[src/rtl/seq_div_pkg.sv]
// Shared constants for the sequential restoring divider: FSM encoding,
// default operand width and the step-counter sizing helper.
package seq_div_pkg;

    localparam int SEQ_DIV_WIDTH = 8;

    localparam logic [1:0] ST_IDLE = 2'd0;
    localparam logic [1:0] ST_RUN  = 2'd1;
    localparam logic [1:0] ST_DONE = 2'd2;

    // Smallest counter width able to hold the value w itself.
    function automatic int cnt_bits(input int w);
        return $clog2(w + 1);
    endfunction

endpackage

[src/rtl/seq_div_borrow_sub.sv]
// Ripple-borrow subtractor a - b, one full-subtractor cell per bit.
// Latency: combinational, no registers.
// Backpressure: none, pure datapath with no handshake.
module borrow_sub #(
    parameter int W = 9
) (
    input  logic [W-1:0] a,
    input  logic [W-1:0] b,
    output logic [W-1:0] diff,
    output logic         borrow_out
);

    logic [W:0] brw;

    assign brw[0] = 1'b0;

    for (genvar i = 0; i < W; i++) begin : g_cell
        assign diff[i]  = a[i] ^ b[i] ^ brw[i];
        // Borrow out is majority(~a, b, borrow_in).
        assign brw[i+1] = (~a[i] & b[i]) | (~a[i] & brw[i]) | (b[i] & brw[i]);
    end

    assign borrow_out = brw[W];

endmodule

[src/rtl/seq_div.sv]
// Unsigned sequential restoring divider, one quotient bit per RUN cycle.
// Latency: done is sampled high WIDTH+1 edges after the start edge (1 edge for divisor 0).
// Backpressure: start is only honoured in IDLE; requests while busy are dropped.
module seq_div
    import seq_div_pkg::*;
#(
    parameter int WIDTH = SEQ_DIV_WIDTH
) (
    input  logic             clk,
    input  logic             rst,
    input  logic             start,
    input  logic [WIDTH-1:0] dividend,
    input  logic [WIDTH-1:0] divisor,
    output logic [WIDTH-1:0] quotient,
    output logic [WIDTH-1:0] remainder,
    output logic             busy,
    output logic             done,
    output logic             div_zero
);

    localparam int CW = cnt_bits(WIDTH);

    logic [1:0]       state;
    logic [WIDTH-1:0] dvd_q;
    logic [WIDTH-1:0] dvs_q;
    logic [WIDTH-1:0] prem;
    logic [CW-1:0]    cnt;

    logic [WIDTH:0]   shifted;
    logic [WIDTH:0]   trial_diff;
    logic             trial_borrow;
    logic [WIDTH-1:0] prem_nxt;
    logic [WIDTH-1:0] dvd_nxt;
    logic             last_step;
    logic             unused_diff_msb;

    // The dividend register doubles as the quotient accumulator: its MSB
    // feeds the partial remainder while quotient bits enter at the LSB.
    assign shifted = {prem, dvd_q[WIDTH-1]};

    borrow_sub #(
        .W (WIDTH + 1)
    ) u_sub (
        .a          (shifted),
        .b          ({1'b0, dvs_q}),
        .diff       (trial_diff),
        .borrow_out (trial_borrow)
    );

    // A kept difference is always below the divisor, so its MSB is zero.
    assign unused_diff_msb = trial_diff[WIDTH];
    assign prem_nxt  = trial_borrow ? shifted[WIDTH-1:0] : trial_diff[WIDTH-1:0];
    assign dvd_nxt   = {dvd_q[WIDTH-2:0], ~trial_borrow};
    assign last_step = (cnt == CW'(WIDTH - 1));

    assign busy = (state == ST_RUN) || (state == ST_DONE);
    assign done = (state == ST_DONE);

    always_ff @(posedge clk or posedge rst) begin
        if (rst) begin
            state     <= ST_IDLE;
            dvd_q     <= '0;
            dvs_q     <= '0;
            prem      <= '0;
            cnt       <= '0;
            quotient  <= '0;
            remainder <= '0;
            div_zero  <= 1'b0;
        end else begin
            case (state)
                ST_IDLE: begin
                    if (start) begin
                        if (divisor == '0) begin
                            div_zero  <= 1'b1;
                            quotient  <= '1;
                            remainder <= dividend;
                            state     <= ST_DONE;
                        end else begin
                            dvd_q    <= dividend;
                            dvs_q    <= divisor;
                            prem     <= '0;
                            cnt      <= '0;
                            div_zero <= 1'b0;
                            state    <= ST_RUN;
                        end
                    end
                end
                ST_RUN: begin
                    dvd_q <= dvd_nxt;
                    prem  <= prem_nxt;
                    cnt   <= cnt + CW'(1);
                    if (last_step) begin
                        quotient  <= dvd_nxt;
                        remainder <= prem_nxt;
                        state     <= ST_DONE;
                    end
                end
                ST_DONE: state <= ST_IDLE;
                default: state <= ST_IDLE;
            endcase
        end
    end

endmodule

[config.mk]
export PLATFORM = sky130hd
export DESIGN_NAME = seq_div
export DESIGN_NICKNAME = d
export VERILOG_FILES = /design/src/rtl/seq_div_pkg.sv /design/src/rtl/seq_div_borrow_sub.sv /design/src/rtl/seq_div.sv
export SDC_FILE = /design/constraint.sdc
export NUM_CORES = 1
export LEC_CHECK = 0
export BUFFER_PORTS_ARGS = -buffer_cell sky130_fd_sc_hd__buf_2
export CAP_MARGIN = 20
export CORE_ASPECT_RATIO = 1.5
export CORE_MARGIN = 8
export CORE_UTILIZATION = 51
export DETAILED_ROUTE_END_ITERATION = 12
export HOLD_SLACK_MARGIN = 0.03
export PLACE_DENSITY = 0.83
export SLEW_MARGIN = 0
export SYNTH_ARGS = -nofsm -noshare
export SYNTH_HDL_FRONTEND = slang
export SYNTH_SLANG_ARGS = --single-unit
[constraint.sdc]
create_clock -name clk -period 3.92 [get_ports clk]
set_input_delay 0.196 -clock clk [delete_from_list [all_inputs] [get_ports clk]]
set_output_delay 0.196 -clock clk [all_outputs]
set_load 0.1 [all_outputs]
==> impl_results.html <==
<table>
<tr><th>Metric</th><th>Value</th></tr>
<tr><th colspan="2">Global routing</th></tr>
<tr><td>Overall global routing resource usage</td><td>0.1562</td></tr>
<tr><td>Largest net degree at the start of global routing</td><td>48</td></tr>
<tr><td>Global route overflow</td><td>0</td></tr>
<tr><td>Number of antenna violations at the first check in global routing</td><td>0</td></tr>
<tr><td>Global-route wire length before repair</td><td>9059 um</td></tr>
<tr><td>Number of global-route vias before repair</td><td>1888</td></tr>
<tr><th colspan="2">Clocking</th></tr>
<tr><td>Master cell of the clock root buffer</td><td>sky130_fd_sc_hd__clkbuf_8</td></tr>
<tr><td>Clk pin slew, worst setup/hold paths</td><td>0.10 ns</td></tr>
<tr><td>Longest Clk Path Bufs</td><td>2</td></tr>
<tr><td>Clock tree from TritonCTS</td><td>built</td></tr>
<tr><td>Cts bufs inserted</td><td>5</td></tr>
<tr><td>Number of levels in the clock H-tree</td><td>2</td></tr>
<tr><td>Clock latency at the later pin of the worst-skew pair</td><td>0.31 ns</td></tr>
<tr><td>Total number of clock tree sinks</td><td>47</td></tr>
<tr><th colspan="2">Synth</th></tr>
<tr><td>Syn nets</td><td>237</td></tr>
<tr><td>Sequential fraction of the synthesis area</td><td>0.4707</td></tr>
<tr><td>Number of enable flip-flop cells after synthesis</td><td>0</td></tr>
<tr><td>Primary flip-flop cell chosen by synthesis mapping</td><td>sky130_fd_sc_hd__dfrtp_1</td></tr>
<tr><td>Ranking of synthesized cells by area</td><td>sky130_fd_sc_hd__dfrtp_1 (47%), sky130_fd_sc_hd__mux2_2 (9.5%), sky130_fd_sc_hd__mux2i_1 (6.4%), sky130_fd_sc_hd__fa_1 (5.6%), sky130_fd_sc_hd__mux2_1 (4.5%)</td></tr>
<tr><td>Count of distinct cell types in the synthesized netlist</td><td>36</td></tr>
<tr><td>Ranking of synthesized cells by instance count</td><td>sky130_fd_sc_hd__dfrtp_1 (47), sky130_fd_sc_hd__mux2_2 (21), sky130_fd_sc_hd__mux2i_1 (16), sky130_fd_sc_hd__inv_1 (14), sky130_fd_sc_hd__nor3_1 (14)</td></tr>
<tr><td>Seq cells post-synth</td><td>47</td></tr>
<tr><td>Mapped Avg Cell Area</td><td>12.13 um^2</td></tr>
<tr><td>Post-synthesis instance total</td><td>206</td></tr>
<tr><td>Cell with the most instances after synthesis</td><td>sky130_fd_sc_hd__dfrtp_1</td></tr>
<tr><td>Cell area after synthesis</td><td>2499 um^2</td></tr>
<tr><td>Most area-hungry cell type in the Yosys netlist</td><td>sky130_fd_sc_hd__dfrtp_1</td></tr>
<tr><td>Area share of the largest cell type after synthesis</td><td>0.4707</td></tr>
<tr><td>Async S/R FF share, synth</td><td>1.000</td></tr>
<tr><td>Synth warnings</td><td>0</td></tr>
<tr><th colspan="2">Finish</th></tr>
<tr><td>Layout area overhead</td><td>23.13%</td></tr>
<tr><td>Area of all sequential standard cells</td><td>1176 um^2</td></tr>
<tr><td>Antenna diode count</td><td>0</td></tr>
<tr><td>Final instance count without filler cells</td><td>313</td></tr>
<tr><td>Area of the multi-input gates</td><td>1346 um^2</td></tr>
<tr><td>Fraction of final layout cells sized beyond drive strength 1</td><td>0.4453</td></tr>
<tr><td>Post-route design area</td><td>3077 um^2</td></tr>
<tr><td>Fill count</td><td>369</td></tr>
<tr><td>Count of nets after finishing</td><td>277</td></tr>
<tr><th colspan="2">Drt</th></tr>
<tr><td>Number of violations reported at the end of detailed-routing iteration 0</td><td>83</td></tr>
<tr><td>Routed Antenna Nets</td><td>0</td></tr>
<tr><td>DR DRC count</td><td>0</td></tr>
<tr><td>Number of search-and-repair iterations in the first detailed-routing pass</td><td>4</td></tr>
<tr><td>Total detailed-routing wirelength</td><td>5554 um</td></tr>
<tr><td>Routed vias/inst</td><td>5.594</td></tr>
<tr><td>Via count</td><td>1751</td></tr>
<tr><td>Routed len/inst</td><td>17.74 um</td></tr>
<tr><th colspan="2">Min path</th></tr>
<tr><td>Path type of the worst min-delay path</td><td>primary input to flip-flop</td></tr>
<tr><td>Worst hold start</td><td>start</td></tr>
<tr><td>Worst Hold Path Cells</td><td>3</td></tr>
<tr><td>Capture endpoint of the worst hold path</td><td>div_zero$_DFFE_PP0P_</td></tr>
<tr><th colspan="2">Worst setup path</th></tr>
<tr><td>Reg-to-Reg Start</td><td>dvs_q[0]$_DFFE_PP0P_</td></tr>
<tr><td>CP Class</td><td>flip-flop to flip-flop</td></tr>
<tr><td>Reg-to-reg endpoint</td><td>remainder[4]$_DFFE_PP0P_</td></tr>
<tr><td>Max FO, Critical Path</td><td>5</td></tr>
<tr><td>Sort of element at the end of the critical path</td><td>flip-flop</td></tr>
<tr><td>Required time at the worst-slack endpoint</td><td>4.12 ns</td></tr>
<tr><td>Depth of the worst register-to-register path</td><td>13</td></tr>
<tr><td>Data arrival at the endpoint of the critical path</td><td>4.21 ns</td></tr>
<tr><td>Crit start category</td><td>flip-flop</td></tr>
<tr><td>FF-to-FF setup slack</td><td>-0.09 ns</td></tr>
<tr><th colspan="2">Placed design</th></tr>
<tr><td>Cell area after placement</td><td>2756 um^2</td></tr>
<tr><td>Instance count after placement with tap cells included</td><td>301</td></tr>
<tr><td>I/O Buffers</td><td>37</td></tr>
<tr><td>Final HPWL from detailed placement</td><td>3703 um</td></tr>
<tr><td>Routability congestion estimate</td><td>0.7982</td></tr>
<tr><th colspan="2">STA</th></tr>
<tr><td>Period utilization</td><td>1.023</td></tr>
<tr><td>Slew at the pin with the worst max-slew slack</td><td>0.7080 ns</td></tr>
<tr><td>Clock skew after layout</td><td>0.01179 ns</td></tr>
<tr><td>Number of hold violations in the final report</td><td>0</td></tr>
<tr><td>Max Fclk</td><td>249.3 MHz</td></tr>
<tr><td>Worst relative slew slack</td><td>0.5280</td></tr>
<tr><td>Fin worst setup slack</td><td>-0.09067 ns</td></tr>
<tr><td>Final critical path time including I/O delays and setup</td><td>4.011 ns</td></tr>
<tr><td>Unrepaired setup endpoints after global routing</td><td>yes</td></tr>
<tr><td>Max-slew violation count</td><td>0</td></tr>
<tr><td>Setup Viol. Count Final</td><td>8</td></tr>
<tr><th colspan="2">Run status</th></tr>
<tr><td>Failing checks</td><td>negative setup slack</td></tr>
<tr><td>Result of the run</td><td>finished, violations left</td></tr>
<tr><th colspan="2">Run</th></tr>
<tr><td>Number of max-cap violations</td><td>0</td></tr>
<tr><th colspan="2">Floorplan</th></tr>
<tr><td>Floorplan core area</td><td>4771 um^2</td></tr>
<tr><td>Area of the die</td><td>7441 um^2</td></tr>
<tr><td>Die outline height</td><td>101.7 um</td></tr>
<tr><td>Initial cell density of the core</td><td>0.5237</td></tr>
<tr><td>X dimension of the die</td><td>73.15 um</td></tr>
<tr><td>I/O pins</td><td>38</td></tr>
<tr><td>Row count</td><td>31</td></tr>
</table>
[flip-flops by register name (all words and copies together) (netlist names)]
register,count
cnt,4
div_zero,1
dvd_q,8
dvs_q,8
prem,8
quotient,8
remainder,8
state,2
[final cells by class]
| cell class | instances | area share |
|---|---|---|
| multi-input combinational | 132 | 0.4376 |
| sequential | 47 | 0.3823 |
| tap | 66 | 0.02684 |
| clock buffer | 5 | 0.02237 |
| clock inverter | 3 | 0.02318 |
| inverter | 14 | 0.01708 |
| timing repair buffer | 46 | 0.09069 |
[metrics by stage]
stage,utilization,setup slack [ns],TNS [ns],hold WS [ns]
floorplan,-,0.002349,0,0.3345
CTS,0.6415,-0.1324,-0.8934,0.1442
global placement,0.5778,-0.1104,-0.6668,0.4655
global route,0.6449,-0.1920,-1.220,0.1697
detailed placement,0.5778,-0.1777,-1.239,0.4694
finish,0.6449,-0.09067,-0.5586,0.1662
[how the worst max path moves through the flow]
stage,endpoint,slack (ns),from
2_1_floorplan,remainder[3]$_DFFE_PP0P_,0.002,dvd_q[7]$_DFFE_PP0P_
3_3_place_gp,remainder[5]$_DFFE_PP0P_,-0.11,dvd_q[7]$_DFFE_PP0P_
3_5_place_dp,remainder[5]$_DFFE_PP0P_,-0.18,dvd_q[7]$_DFFE_PP0P_
4_1_cts,remainder[4]$_DFFE_PP0P_,-0.13,dvs_q[0]$_DFFE_PP0P_
5_1_grt,remainder[4]$_DFFE_PP0P_,-0.19,dvs_q[0]$_DFFE_PP0P_
6_report,remainder[4]$_DFFE_PP0P_,-0.09,dvs_q[0]$_DFFE_PP0P_
[cells by family (layout without fill, tap and decap cells)]
kind of cell,Yosys count,after routing,share of synthesized area
adder cells (fa/ha/maj),12,12,0.08112
buffers and inverters,27,68,0.05258
AND/OR/NAND/NOR,41,41,0.1027
AO/OA/AOI/OAI,31,31,0.08313
multiplexers,48,48,0.2098
flip-flops,47,47,0.4707
[layout by cell type, fill, tap and decap left out, types with 5 or more instances in the layout]
cell                       instances
sky130_fd_sc_hd__nor3_1           14
sky130_fd_sc_hd__mux2i_1           8
sky130_fd_sc_hd__mux2_1            6
sky130_fd_sc_hd__dfrtp_1          47
sky130_fd_sc_hd__nand2_1           5
sky130_fd_sc_hd__inv_1            12
sky130_fd_sc_hd__fa_2              7
sky130_fd_sc_hd__a31o_2            7
sky130_fd_sc_hd__a21oi_1           9
sky130_fd_sc_hd__mux2_2           12
sky130_fd_sc_hd__buf_4             5
sky130_fd_sc_hd__buf_2            37
sky130_fd_sc_hd__nand2b_1          8
sky130_fd_sc_hd__clkbuf_8          5
sky130_fd_sc_hd__mux2_4           14
[per-layer routing]
metal,vias to the layer above,global-route usage,wire (um)
li1,806,-,-
met1,892,0.1778,2145
met2,43,0.2695,3003
met3,10,0.03568,265
met4,0,0.06811,140
met5,-,0,0
[critical path, cell delays in order (launching register included)]
cell                       delay, ns
sky130_fd_sc_hd__dfrtp_1        0.43
sky130_fd_sc_hd__ha_4           0.18
sky130_fd_sc_hd__fa_2           0.33
sky130_fd_sc_hd__fa_2           0.35
sky130_fd_sc_hd__fa_2           0.35
sky130_fd_sc_hd__fa_2           0.35
sky130_fd_sc_hd__fa_2           0.35
sky130_fd_sc_hd__fa_2           0.35
sky130_fd_sc_hd__fa_2           0.36
sky130_fd_sc_hd__nand2b_4       0.09
sky130_fd_sc_hd__buf_8          0.14
sky130_fd_sc_hd__mux2i_2        0.08
sky130_fd_sc_hd__mux2_4         0.26
sky130_fd_sc_hd__mux2_1         0.28
[timing repair]
| action | in CTS | in global routing |
|---|---|---|
| hold buffers | 0 | 1 |
| buffers inserted | 3 | 0 |
| hold endpoints to repair | 0 | 6 |
| setup endpoints to repair | 9 | 11 |
| cloned | 1 | 0 |
| resized for setup | 28 | 6 |
Power is not shown: default switching activity piles up to over one toggle a cycle in this logic, so the estimate is an artifact.
